==> src/rtl/uart_tx_fifo.sv <==
// Buffered UART transmitter: FIFO -> start/data/parity/stop/gap framing on TXD, first start bit one cycle after a push.
// wr_ready drops when the FIFO is full; writes while full are dropped and latch overflow.
module uart_tx_fifo #(
  parameter int CLKS_PER_BIT = 217,
  parameter int DATA_BITS    = 8,
  parameter int PARITY       = 0,
  parameter int STOP_BITS    = 1,
  parameter int GAP_BITS     = 0,
  parameter int FIFO_DEPTH   = 16
) (
  input  logic                          clk,
  input  logic                          resetn,
  input  logic [DATA_BITS-1:0]          wr_data,
  input  logic                          wr_valid,
  output logic                          wr_ready,
  output logic                          TXD,
  output logic                          busy,
  output logic [$clog2(FIFO_DEPTH):0]   level,
  output logic                          overflow
);

  localparam int AW = $clog2(FIFO_DEPTH);
  localparam int CW = $clog2(CLKS_PER_BIT);

  typedef enum logic [2:0] {
    S_IDLE, S_START, S_DATA, S_PARITY, S_STOP, S_GAP
  } state_t;

  logic [DATA_BITS-1:0] mem [FIFO_DEPTH];
  logic [AW-1:0]        wr_ptr, rd_ptr;
  logic                 push, pop, fifo_nonempty;
  logic [DATA_BITS-1:0] head;

  state_t               state, state_nxt;
  logic [CW-1:0]        baud_cnt, baud_nxt;
  logic [3:0]           bit_cnt, bit_nxt;
  logic [DATA_BITS-1:0] shift, shift_nxt;
  logic                 par_bit, par_nxt;
  logic                 txd_nxt, bit_end, frame_done;

  assign wr_ready      = (level != (AW+1)'(FIFO_DEPTH));
  assign push          = wr_valid & wr_ready;
  assign fifo_nonempty = (level != '0);
  assign head          = mem[rd_ptr];
  assign busy          = (state != S_IDLE) || fifo_nonempty;
  assign bit_end       = (baud_cnt == CW'(CLKS_PER_BIT-1));

  always_ff @(posedge clk) begin
    if (push) mem[wr_ptr] <= wr_data;
  end

  always_ff @(posedge clk or negedge resetn) begin
    if (!resetn) begin
      wr_ptr   <= '0;
      rd_ptr   <= '0;
      level    <= '0;
      overflow <= 1'b0;
    end else begin
      if (push) wr_ptr <= wr_ptr + 1'b1;
      if (pop)  rd_ptr <= rd_ptr + 1'b1;
      case ({push, pop})
        2'b10:   level <= level + 1'b1;
        2'b01:   level <= level - 1'b1;
        default: level <= level;
      endcase
      if (wr_valid && !wr_ready) overflow <= 1'b1;
    end
  end

  always_comb begin
    state_nxt  = state;
    baud_nxt   = bit_end ? '0 : baud_cnt + 1'b1;
    bit_nxt    = bit_cnt;
    shift_nxt  = shift;
    par_nxt    = par_bit;
    pop        = 1'b0;
    frame_done = 1'b0;
    case (state)
      S_IDLE: begin
        baud_nxt = '0;
        if (fifo_nonempty) begin
          pop       = 1'b1;
          state_nxt = S_START;
        end
      end
      S_START: if (bit_end) begin
        state_nxt = S_DATA;
        bit_nxt   = '0;
      end
      S_DATA: if (bit_end) begin
        shift_nxt = shift >> 1;
        if (bit_cnt == 4'(DATA_BITS-1)) begin
          bit_nxt   = '0;
          state_nxt = (PARITY != 0) ? S_PARITY : S_STOP;
        end else begin
          bit_nxt = bit_cnt + 1'b1;
        end
      end
      S_PARITY: if (bit_end) begin
        state_nxt = S_STOP;
        bit_nxt   = '0;
      end
      S_STOP: if (bit_end) begin
        if (bit_cnt == 4'(STOP_BITS-1)) begin
          bit_nxt = '0;
          if (GAP_BITS != 0) state_nxt = S_GAP;
          else               frame_done = 1'b1;
        end else begin
          bit_nxt = bit_cnt + 1'b1;
        end
      end
      S_GAP: if (bit_end) begin
        if (bit_cnt == 4'(GAP_BITS-1)) frame_done = 1'b1;
        else                           bit_nxt = bit_cnt + 1'b1;
      end
      default: state_nxt = S_IDLE;
    endcase
    // Back-to-back frames: the next word is popped on the last cycle of the frame.
    if (frame_done) begin
      bit_nxt = '0;
      if (fifo_nonempty) begin
        pop       = 1'b1;
        state_nxt = S_START;
      end else begin
        state_nxt = S_IDLE;
      end
    end
    if (pop) begin
      shift_nxt = head;
      par_nxt   = (^head) ^ (PARITY == 2);
    end
    case (state_nxt)
      S_START:  txd_nxt = 1'b0;
      S_DATA:   txd_nxt = shift_nxt[0];
      S_PARITY: txd_nxt = par_nxt;
      default:  txd_nxt = 1'b1;
    endcase
  end

  always_ff @(posedge clk or negedge resetn) begin
    if (!resetn) begin
      state    <= S_IDLE;
      baud_cnt <= '0;
      bit_cnt  <= '0;
      shift    <= '0;
      par_bit  <= 1'b0;
      TXD      <= 1'b1;
    end else begin
      state    <= state_nxt;
      baud_cnt <= baud_nxt;
      bit_cnt  <= bit_nxt;
      shift    <= shift_nxt;
      par_bit  <= par_nxt;
      TXD      <= txd_nxt;
    end
  end

endmodule
==> config.mk <==
export PLATFORM = sky130hd
export DESIGN_NAME = uart_tx_fifo
export DESIGN_NICKNAME = d
export VERILOG_FILES = /design/src/rtl/uart_tx_fifo.sv
export SDC_FILE = /design/constraint.sdc
export NUM_CORES = 1
export LEC_CHECK = 0
export CAP_MARGIN = 25
export CORE_UTILIZATION = 35
export DETAILED_ROUTE_END_ITERATION = 8
export GPL_ROUTABILITY_DRIVEN = 0
export PLACE_DENSITY = 0.58
export SYNTH_ARGS = -nofsm -noshare
export SYNTH_HDL_FRONTEND = slang
export SYNTH_SLANG_ARGS = --single-unit
export TNS_END_PERCENT = 30
==> constraint.sdc <==
create_clock -name clk -period 7.5 [get_ports clk]
set_clock_uncertainty 0.2 [all_clocks]
set_input_delay 0.75 -clock clk [delete_from_list [all_inputs] [get_ports clk]]
set_output_delay 0.75 -clock clk [all_outputs]
set_load 0.02 [all_outputs]
# Word-level counts from Yosys, hierarchy flattened
# Memories as Yosys holds them, arrays and structs flattened.
# Index checks and enable logic that the tools add are counted.
# W data, S select, Z words.
# word_totals
ff_bits,39
latchBits,0
ramBits,128
romBits,0
in_bits,11
out_inout_bits,9
wordCells,90
mem_count,1
# mem_list
memory,depth,word_bits,read_ports,rd_ports_with_merged_regs,write_ports,line,text
mem,16,8,1,0,1,29,logic [DATA_BITS-1:0] mem [FIFO_DEPTH];
# op_classes
add_sub_neg,6
multipliers,0
n_div,0
magnitude_cmp,0
n_eq_ne,19
shifts,0
muxes,36
bitwise_logic,1
n_reduce_logical,16
# ops
operator,count
$mux W8,5
$mux W4,8
$mux W3,6
$pmux W4 S4,1
$pmux W3 S5,1
$add A4 B1 Y4 const B,3
$eq A3 B2 Y1 const B,4
$mux W1,12
$ne A3 B3 Y1 const B,4
$pmux W5 S2,1
$reduce_bool A5 Y1,2
$add A8 B1 Y8 const B,1
$eq A8 B8 Y1 const B,1
$reduce_xor A8 Y1,1
$eq A3 B1 Y1 const B,2
$eq A3 B3 Y1 const B,2
$reduce_and A6 Y1,1
$reduce_bool A2 Y1,3
$add A5 B1 Y5 const B,1
$ne A5 B5 Y1 const B,1
$sub A5 B1 Y5 const B,1
$eq A4 B3 Y1 const B,1
$eq A4 B4 Y1 const B,1
$logic_not A4 Y1,1
other kinds (13),14

# Logic depth before layout (Yosys ltp)
# Gate-level depths: netlist of the first run.
# depth
depth_word,7
depth_mapped,17
ltp_nobuf,15

# Worst setup path before layout of the first run
# Ideal clock, no wire load.
# synth_timing
path_type,register to register
startpoint,register baud_cnt[0]
endpoint,register level[4]
setup_time_ns,0.134
arrival_ns,2.943
required_ns,7.166
path_slack_ns,4.223
stages_incl_launch_ff,18
n_path_buf,2
synth_period_minus_slack_ns,3.277
cell_sequence,dfrtp_1 -> inv_1 -> ha_1 -> nand4b_1 -> or3_1 -> buf_2 -> a21oi_1 -> o21a_1 -> buf_6 -> ha_1 -> inv_1 -> fa_1 -> inv_1 -> a21o_1 -> a21oi_1 -> xnor2_1 -> nor2_1 -> xor2_1
# synth_via
elab_chain_cells,6
elab_cells_between_ends,9
classes_between,3 x eq/ne; 5 x mux; 1 x reduce/logical
# synth_rtl
element,line,text
start: declaration,35,"logic [CW-1:0] baud_cnt, baud_nxt;"
start signal: assignment,150,baud_cnt <= baud_nxt;
$eq A8 B8 Y1 (*),46,assign bit_end = (baud_cnt == CW'(CLKS_PER_BIT-1));
"$mux W1, on equally long branches","112, 103",
$pmux W1 S2 (*),78,case (state)
$mux W1 (*),119,if (frame_done) begin
$eq A2 B1 Y1 / $eq A2 B2 Y1 (equally long branches),61,"case ({push, pop})"
$pmux W5 S2 / $reduce_bool A2 Y1 (equally long branches),-,
end signal: assignment,62,2'b10: level <= level + 1'b1;
end signal: assignment,63,2'b01: level <= level - 1'b1;
end signal: assignment,64,default: level <= level;
end: declaration,18,"output logic [$clog2(FIFO_DEPTH):0] level,"
# Every way passes the cells marked *; elsewhere a longest branch is shown, timed or not.
# A chain may end at the register's enable or synchronous reset.

# Worst setup path after layout of the first run
# Same ends and word-level chain as after synthesis.

==> results.toml, run 1 <==
[status]
status = "completed"

[route]
routed_via_density = 5.02
antenna_left = 0
vias = 3708
wl_um = 13700
wl_per_cell_um = 18.5
drc = 0
dr.pass1.iters = 4
drtIter0Drc = 203

[critical_path]
crit_family = "compound AO/OA/AOI/OAI gates"
r2r_cells = 15
cp-start-kind = "flip-flop"
end_kind = "flip-flop"
setup.worst_path.class = "flip-flop to flip-flop"
slowest_stage = "o21a_1"
worst-path-buf-inv = 3
crit_cells = 15
cp.required_ns = 7.61
reg2reg_slack_ns = 3.56
crit_chain = "inv_1, ha_1, nand4b_1, or3_1, a21oi_1, o21a_1, ha_1, inv_1, fa_1, inv_1, a21o_1, a21oi_1, xnor2_1, nor2_1, xor2_1"
reg2reg_to = "level[4]"
path_common_cell = "inv_1"
max_stage_delay_ns = 0.63
r2r-start = "baud_cnt[0]"
setup.worst_path.start = "baud_cnt[0]"
worstPathArrival_ns = 4.05
crit_fanout = 24
cp-endpoint = "level[4]"

[timing]
slew_headroom_pct = 40.3
hold_viol = 0
fin_crit_ns = 3.94
finalMaxSlewViolations = 0
setup_viol = 0
rsz0062_at_grt = "false"
fin_crit_sh_pct = 52.5
tns_ns = 0
worst_pin_slew_ns = 0.892
max_freq_ghz = 0.254

[finish]
utilization_pct = 41.3
synthToLayoutAreaGrowth_pct = 14.3
fill_cells = 1801
seqCellArea_um2 = 4820
drive_above_1_share_pct = 13.9
multi_input_area_um2 = 2070
nets = 486
diodes = 0

[grt]
grt_overflow = 0
grt_pass1_vias = 3793
grt_first_pass_wirelength_um = 21300
antenna_found_initial = 0
grt_max_degree = 40
grt_usage_pct = 14.3

[floorplan]
io_pins = 20
die-area_um2 = 20900
initial_core_util_pct = 36.1
fp.dieH_um = 144
die-width_um = 144
rows = 51
fp.coreArea_um2 = 19700

[logic_synthesis]
yosysUniqueCellTypes = 49
synth-main-ff-cell = "edfxtp_1"
ys_seq_area_share_pct = 67.9
async_flop_share_pct = 23.4
syn_area_um2 = 7100
synth_edf_count = 128
syn_inst = 438
yosysWarnings = 0
ys_seq_elements = 167
avgSynthCellArea_um2 = 16.2
syn-num-nets = 463

[pwr]
peakVddDrop_mv = 0.173
power_leakage_nw = 2.84
power_density_nw_per_um2 = 321
power_mw = 2.61

[placed_design]
port_buffers = 19
hpwl_um = 8670

[clock_tree]
cts.repair.resized = 0
cts_tree = "built"
cts_buffers = 17
clk_path_buf_depth = 2
postCtsSetupRepairBufs = 0
cts.htree.levels = 4
clock_latency_ns = 0.43
cts_root_buffer = "clkbuf_16"
cts.sinks = 167
path_clk_slew_ns = 0.07
cts-hold-fix-buffers = 0

[min_path]
holdCritPathClass = "input pin to async pin"

[flow_run]
maxCapViolCount = 0
## report_power, final
part,internal [mW],total [mW],switching [mW]
combinational,0.240,0.509,0.269
clock,0.478,0.879,0.401
sequential,1.13,1.22,0.0929
## per-stage QoR
step                      cells  cell area, um2  setup WS [ns]  hold slack, ns
final                       739            8120           3.56           0.236
after global routing        739            8120           3.26           0.305
after CTS                   739            8120           3.58           0.258
after detailed placement    707            7510           3.61           0.281
after global placement      707            7510           3.72           0.251
after floorplan             438            7100           4.22           0.254
## placed cells by master (no fill, tap or decap), drive strengths merged, types with 2 or more instances in the layout
cell type      count
and2               3
a21o               2
clkinv             5
nand4              2
dfrtp             38
buf                7
nor3               7
clkbuf            17
mux4              32
a21oi              8
and3               2
clkdlybuf4s50     18
nand2b             9
o21ai             18
nand2             37
ha                13
or3                2
nor2b              3
inv               23
edfxtp           128
xnor2             15
nand3              5
nor2              27
mux2i              7
xor2               9
a22oi             17
## cell usage after synthesis, drive strengths merged (2+ instances only)
master         instances  area [um2]
inv                   15        56.3
a21oi                  8        40.0
edfxtp               128        3840
nor3                   7        46.3
nand2b                 9        56.3
xnor2                 15         131
a21o                   2        15.0
mux4                  32         762
nand3                  5        25.0
dfrtp                 38         951
and3                   2        12.5
nor2b                  3        18.8
clkbuf                 7        26.3
nand2                 37         139
clkdlybuf4s25          3        30.0
a22oi                 17         128
ha                    13         163
nor2                  27         101
or3                    2        12.5
nand4                  2        12.5
xor2                   9        78.8
o21ai                 18        90.1
mux2i                  7        70.1
and2                   3        18.8
buf                   11        95.1
## cell families (layout without fill, tap and decap cells)
group                    count (synthesis)  count (layout)  synth area share, %
AND/OR/NAND/NOR                        104             104                 6.98
adder cells (fa/ha/maj)                 14              14                 2.57
buffers and inverters                   36              72                 2.93
multiplexers                            40              40                 11.9
flip-flops                             167             167                 67.9
AO/OA/AOI/OAI                           53              53                 4.76
XOR/XNOR                                24              24                 2.96
## layout make-up
class | instances | share of cell area, %
multi-input cells | 235 | 25.5
well taps | 265 | 4.09
flip-flops and latches | 167 | 59.4
clock buffers | 17 | 5.24
clock inverters | 15 | 2.20
inverters | 15 | 0.694
repair buffers | 25 | 2.84
## sequential cells by signal, summed over array words and instances, names as in the netlist
register and count:
mem 128, baud_cnt 8, shift 8, level 5, bit_cnt 4, rd_ptr 4, wr_ptr 4, state 3
TXD 1, overflow 1, par_bit 1
## per-layer routing
| metal | global-route usage (%) | vias to the layer above | routed length, um |
|---|---|---|---|
| li1 | - | 1715 | - |
| met1 | 18.6 | 1905 | 6250 |
| met2 | 23.6 | 76 | 6780 |
| met3 | 3.38 | 12 | 516 |
| met4 | 4.32 | 0 | 139 |
| met5 | 0 | - | 0 |
## worst reg2reg max path, stage by stage, from the launching register on
cell and delay, ns:
dfrtp_1 0.42, inv_1 0.07, ha_1 0.14, nand4b_1 0.12, or3_1 0.49, a21oi_1 0.28
o21a_1 0.64, ha_1 0.36, inv_1 0.10, fa_1 0.40, inv_1 0.07, a21o_1 0.11
a21oi_1 0.08, xnor2_1 0.13, nor2_1 0.06, xor2_1 0.14
## worst min-delay path by stage
stage	startpoint	end	slack, ns
final	resetn	baud_cnt[5]	0.24
after global routing	overflow	overflow	0.30
after CTS	resetn	baud_cnt[3]	0.26
after detailed placement	overflow	overflow	0.28
after global placement	overflow	overflow	0.25
after floorplan	resetn	baud_cnt[0]	0.25
Power figures use the tool's default switching activity.
==> run 2: changes to the inputs <==
clock period = 4.05 ns   (was 7.5 ns; I/O delays follow)
==> results.toml, run 2 (same netlist as run 1, synthesis figures left out) <==
[finish]
mostFrequentLayoutCell = "edfxtp_1"
drive_above_1_share_pct = 13.8
mostFrequentLayoutCells = "128 x edfxtp_1, 37 x nand2_1, 37 x dfrtp_1, 27 x nor2_1, 21 x mux4_2"
nets = 489
reg.largest.list = "mem: 128 flops, baud_cnt: 8 flops, shift: 8 flops"
diodes = 0
synthToLayoutAreaGrowth_pct = 14.6
final_area_um2 = 8130
top_register = "mem"
largest_reg_flops = 128

[timing]
slew_headroom_pct = 41.2
worst_slack_ns = 0.705
setup_viol = 0
tns_ns = 0
rsz0062_at_grt = "false"
fin_crit_ns = 3.35
finalMaxSlewViolations = 0
max_freq_ghz = 0.299
worst_pin_slew_ns = 0.883
fin_crit_sh_pct = 82.6
hold_viol = 0

[min_path]
holdCritPathClass = "flip-flop to flip-flop"
min_to = "overflow"
hold_start = "overflow"
hold_depth = 1

[clock_tree]
path_clk_slew_ns = 0.06
cts.sinks = 167
cts_buffers = 17
cts.htree.levels = 4
cts_tree = "built"
clk_path_buf_depth = 2
cts_root_buffer = "clkbuf_16"
clock_latency_ns = 0.43

[grt]
grt_overflow = 0
grt_max_degree = 40
antenna_found_initial = 0
grt_pass1_vias = 3694
grt_first_pass_wirelength_um = 21200
grt_usage_pct = 14.3

[critical_path]
reg2reg_slack_ns = 0.70
cp.required_ns = 4.20
r2r-start = "baud_cnt[0]"
worstPathArrival_ns = 3.49
r2r_cells = 15
reg2reg_to = "level[4]"
end_kind = "flip-flop"
setup.worst_path.class = "flip-flop to flip-flop"
cp-start-kind = "flip-flop"
crit_fanout = 6

[status]
status = "completed"

[route]
drc = 0
routed_via_density = 4.96
wl_per_cell_um = 18.2
vias = 3679
dr.pass1.iters = 4
antenna_left = 0
wl_um = 13500
drtIter0Drc = 231

[floorplan]
io_pins = 20
rows = 51
fp.coreArea_um2 = 19700
fp.dieH_um = 144
die-width_um = 144
die-area_um2 = 20900
initial_core_util_pct = 36.1

[placed_design]
post_dp_cell_area_um2 = 7540
pre_cts_ws_ns = 0.742
port_buffers = 19
hpwl_um = 8620

[pwr]
power_leakage_nw = 2.85
peakVddDrop_mv = 0.343
power_density_nw_per_um2 = 590
power_mw = 4.80

[flow_run]
maxCapViolCount = 0
-- run 2: layout make-up --
type / instances / area (um2)
fill: 1796 / 11500
sequential: 167 / 4820
multi-input combinational: 235 / 2070
clock buffer: 18 / 429
tap: 265 / 332
timing repair buffer: 28 / 268
clock inverter: 14 / 158
inverter: 15 / 56.3
-- run 2: how the worst max path moves through the flow --
stage                          end  slack [ns]  depth (start not counted)         from
after floorplan           level[4]        0.77                         17  baud_cnt[0]
after global placement    level[4]        0.83                         15  baud_cnt[0]
after detailed placement  level[4]        0.74                         15  baud_cnt[0]
after CTS                 level[4]        0.72                         15  baud_cnt[0]
after global routing      level[4]        0.45                         15  baud_cnt[0]
final                     level[4]        0.70                         15  baud_cnt[0]
-- run 2: worst max-delay path: stages (launching register included) --
cell and delay [ns]:
dfrtp_1 0.42, inv_1 0.07, ha_1 0.15, nand4b_1 0.12, or3_1 0.49, a21oi_1 0.27
o21a_1 0.18, ha_1 0.24, inv_1 0.10, fa_1 0.41, inv_1 0.07, a21o_1 0.11
a21oi_1 0.07, xnor2_1 0.12, nor2_1 0.11, xor2_1 0.15
-- run 2: layer usage --
| metal | track usage (%) | part of all wire, % |
|---|---|---|
| met1 | 19.3 | 47 |
| met2 | 22.6 | 49 |
| met3 | 3.38 | 2.7 |
| met4 | 4.99 | 1.3 |
| met5 | 0 | 0 |
-- run 2: repair_timing --
action                                 4_1_cts  5_1_grt
hold buffers                                 1        0
endpoints found under the hold margin       38        0
resized for setup                            0        0
setup buffers                                0        0
-- run 2: power by group --
group / switching, mW / total [mW] / leakage, nW / internal [mW]
registers: 0.154 / 2.24 / 1.64 / 2.08
clock network: 0.716 / 1.59 / 0.285 / 0.877
logic: 0.510 / 0.964 / 0.925 / 0.454
total: 1.38 / 4.80 / 2.85 / 3.42
-- run 2: per-stage QoR --
step	hold WS (ns)	instances	util, %
floorplan	-0.0906	438	-
global placement	0.261	709	38.3
detailed placement	0.263	709	38.3
CTS	0.278	742	41.4
global route	0.302	742	41.4
finish	0.272	742	41.4
==> run 3: changes to the inputs <==
clock period = 3.48 ns   (was 4.05 ns; I/O delays follow)
==> results.toml, run 3 (same netlist as run 1, synthesis figures left out) <==
[finish]
drive_above_1_share_pct = 16.7
synthToLayoutAreaGrowth_pct = 16.1
mostFrequentLayoutCell = "edfxtp_1"
diodes = 0
top_register = "mem"
nets = 503
largest_reg_flops = 128
reg.largest.list = "mem: 128 flops, baud_cnt: 8 flops, shift: 8 flops"
mostFrequentLayoutCells = "128 x edfxtp_1, 37 x nand2_1, 37 x dfrtp_1, 27 x nor2_1"

[critical_path]
slowest_stage = "dfrtp_1"
reg2reg_slack_ns = 0.29
max_stage_delay_ns = 0.42
setup.worst_path.start = "baud_cnt[0]"
cp.required_ns = 3.64
r2r_cells = 15
path_common_cell = "inv_1"
setup.worst_path.class = "flip-flop to flip-flop"
worstPathArrival_ns = 3.35
crit_fanout = 5
cp-start-kind = "flip-flop"
r2r-start = "baud_cnt[0]"
crit_chain = "inv_1, ha_1, nand4b_1, or3_1, a21oi_1, o21a_1, ha_1, inv_1, fa_1, inv_1, a21o_1, a21oi_1, xnor2_1, nor2_1, xor2_1"
reg2reg_to = "level[4]"
end_kind = "flip-flop"

[route]
wl_um = 13600
wl_per_cell_um = 18.0
vias = 3729
antenna_left = 0
drtIter0Drc = 257
drc = 0
dr.pass1.iters = 4
routed_via_density = 4.93

[timing]
fin_crit_ns = 3.19
worst_pin_slew_ns = 0.885
worst_slack_ns = 0.289
max_freq_ghz = 0.313
slew_headroom_pct = 41.0
rsz0062_at_grt = "false"
fin_crit_sh_pct = 91.7
hold_viol = 0
finalMaxSlewViolations = 0
tns_ns = 0
setup_viol = 0

[min_path]
min_to = "overflow"
holdCritPathClass = "flip-flop to flip-flop"
hold_start = "overflow"
hold_depth = 1

[pwr]
p_sw_share_pct = 29.0
p_comb_share_pct = 20.6
clock_power_share_pct = 33.0
power_density_nw_per_um2 = 683
p_switching_mw = 1.63
peakVddDrop_mv = 0.381
p_int_mw = 4.00
sequentialPowerShare_pct = 46.4
power_leakage_nw = 2.92

[grt]
grt_max_degree = 40
grt_overflow = 0
grt_pass1_vias = 3925
antenna_found_initial = 0
grt_first_pass_wirelength_um = 21700
grt_usage_pct = 14.6

[clock_tree]
path_clk_slew_ns = 0.07
clock_latency_ns = 0.43
cts_root_buffer = "clkbuf_16"
clk_path_buf_depth = 2
postCtsSetupRepairBufs = 0
cts_buffers = 17
cts.htree.levels = 4
cts.repair.resized = 0
cts.sinks = 167
cts_tree = "built"

[floorplan]
initial_core_util_pct = 36.1
die-width_um = 144
io_pins = 20
fp.coreArea_um2 = 19700
die-area_um2 = 20900
rows = 51
fp.dieH_um = 144

[placed_design]
port_buffers = 19
hpwl_um = 8730
pre_cts_ws_ns = 0.294

[flow_run]
maxCapViolCount = 0

[status]
status = "completed"
run 3: routing by layer:
metal | GRT usage [%] | up-vias | part of all wire (%)
li1 | - | 1748 | -
met1 | 18.7 | 1908 | 44
met2 | 23.9 | 65 | 50
met3 | 3.87 | 8 | 4.4
met4 | 5.37 | 0 | 0.89
met5 | 0 | - | 0
run 3: stage by stage:
| stage | cells | area (um2) | power, mW | hold WS, ns | utilization (%) |
|---|---|---|---|---|---|
| after global placement | 723 | 7640 | 3.79 | 0.253 | 38.9 |
| after CTS | 756 | 8240 | 5.69 | 0.278 | 41.9 |
| after global routing | 756 | 8240 | 5.90 | 0.298 | 41.9 |
| after floorplan | 438 | 7100 | 3.43 | -0.148 | - |
| final | 756 | 8240 | 5.63 | 0.272 | 41.9 |
| after detailed placement | 723 | 7640 | 3.82 | 0.262 | 38.9 |
run 3: worst max-delay path: cells and delay by family, from the launching register on:
| family | cells | cell delay (ns) |
|---|---|---|
| fa+ha+maj | 3 | 0.79 |
| simple gates | 3 | 0.62 |
| compound gates | 4 | 0.58 |
| flops | 1 | 0.42 |
| xor+xnor | 2 | 0.27 |
| buf+inv | 3 | 0.24 |
run 3: final cells by class:
class                      instances  area, um2
clock buffer                      17        425
clock inverter                    15        163
fill                            1811      11400
inverter                          15       56.3
multi-input combinational        235       2070
sequential                       167       4820
tap                              265        332
timing repair buffer              42        373
run 3: worst max-delay path by stage:
| stage | end |
|---|---|
| after floorplan | level[4] |
| after global placement | level[4] |
| after detailed placement | level[4] |
| after CTS | level[4] |
| after global routing | level[4] |
| final | level[4] |
run 3: power by group through the flow:
stage                     logic (mW)  clock network [mW]  registers, mW
after floorplan                0.818                   0           2.61
after global placement          1.15                   0           2.64
after detailed placement        1.17                   0           2.65
after CTS                       1.18                1.90           2.61
after global routing            1.28                1.98           2.65
final                           1.16                1.86           2.61
run 3: timing repair:
action                                  CTS  global route
hold endpoints to repair                 38             0
endpoints found under the setup margin    0             0
hold buffers                              1             0
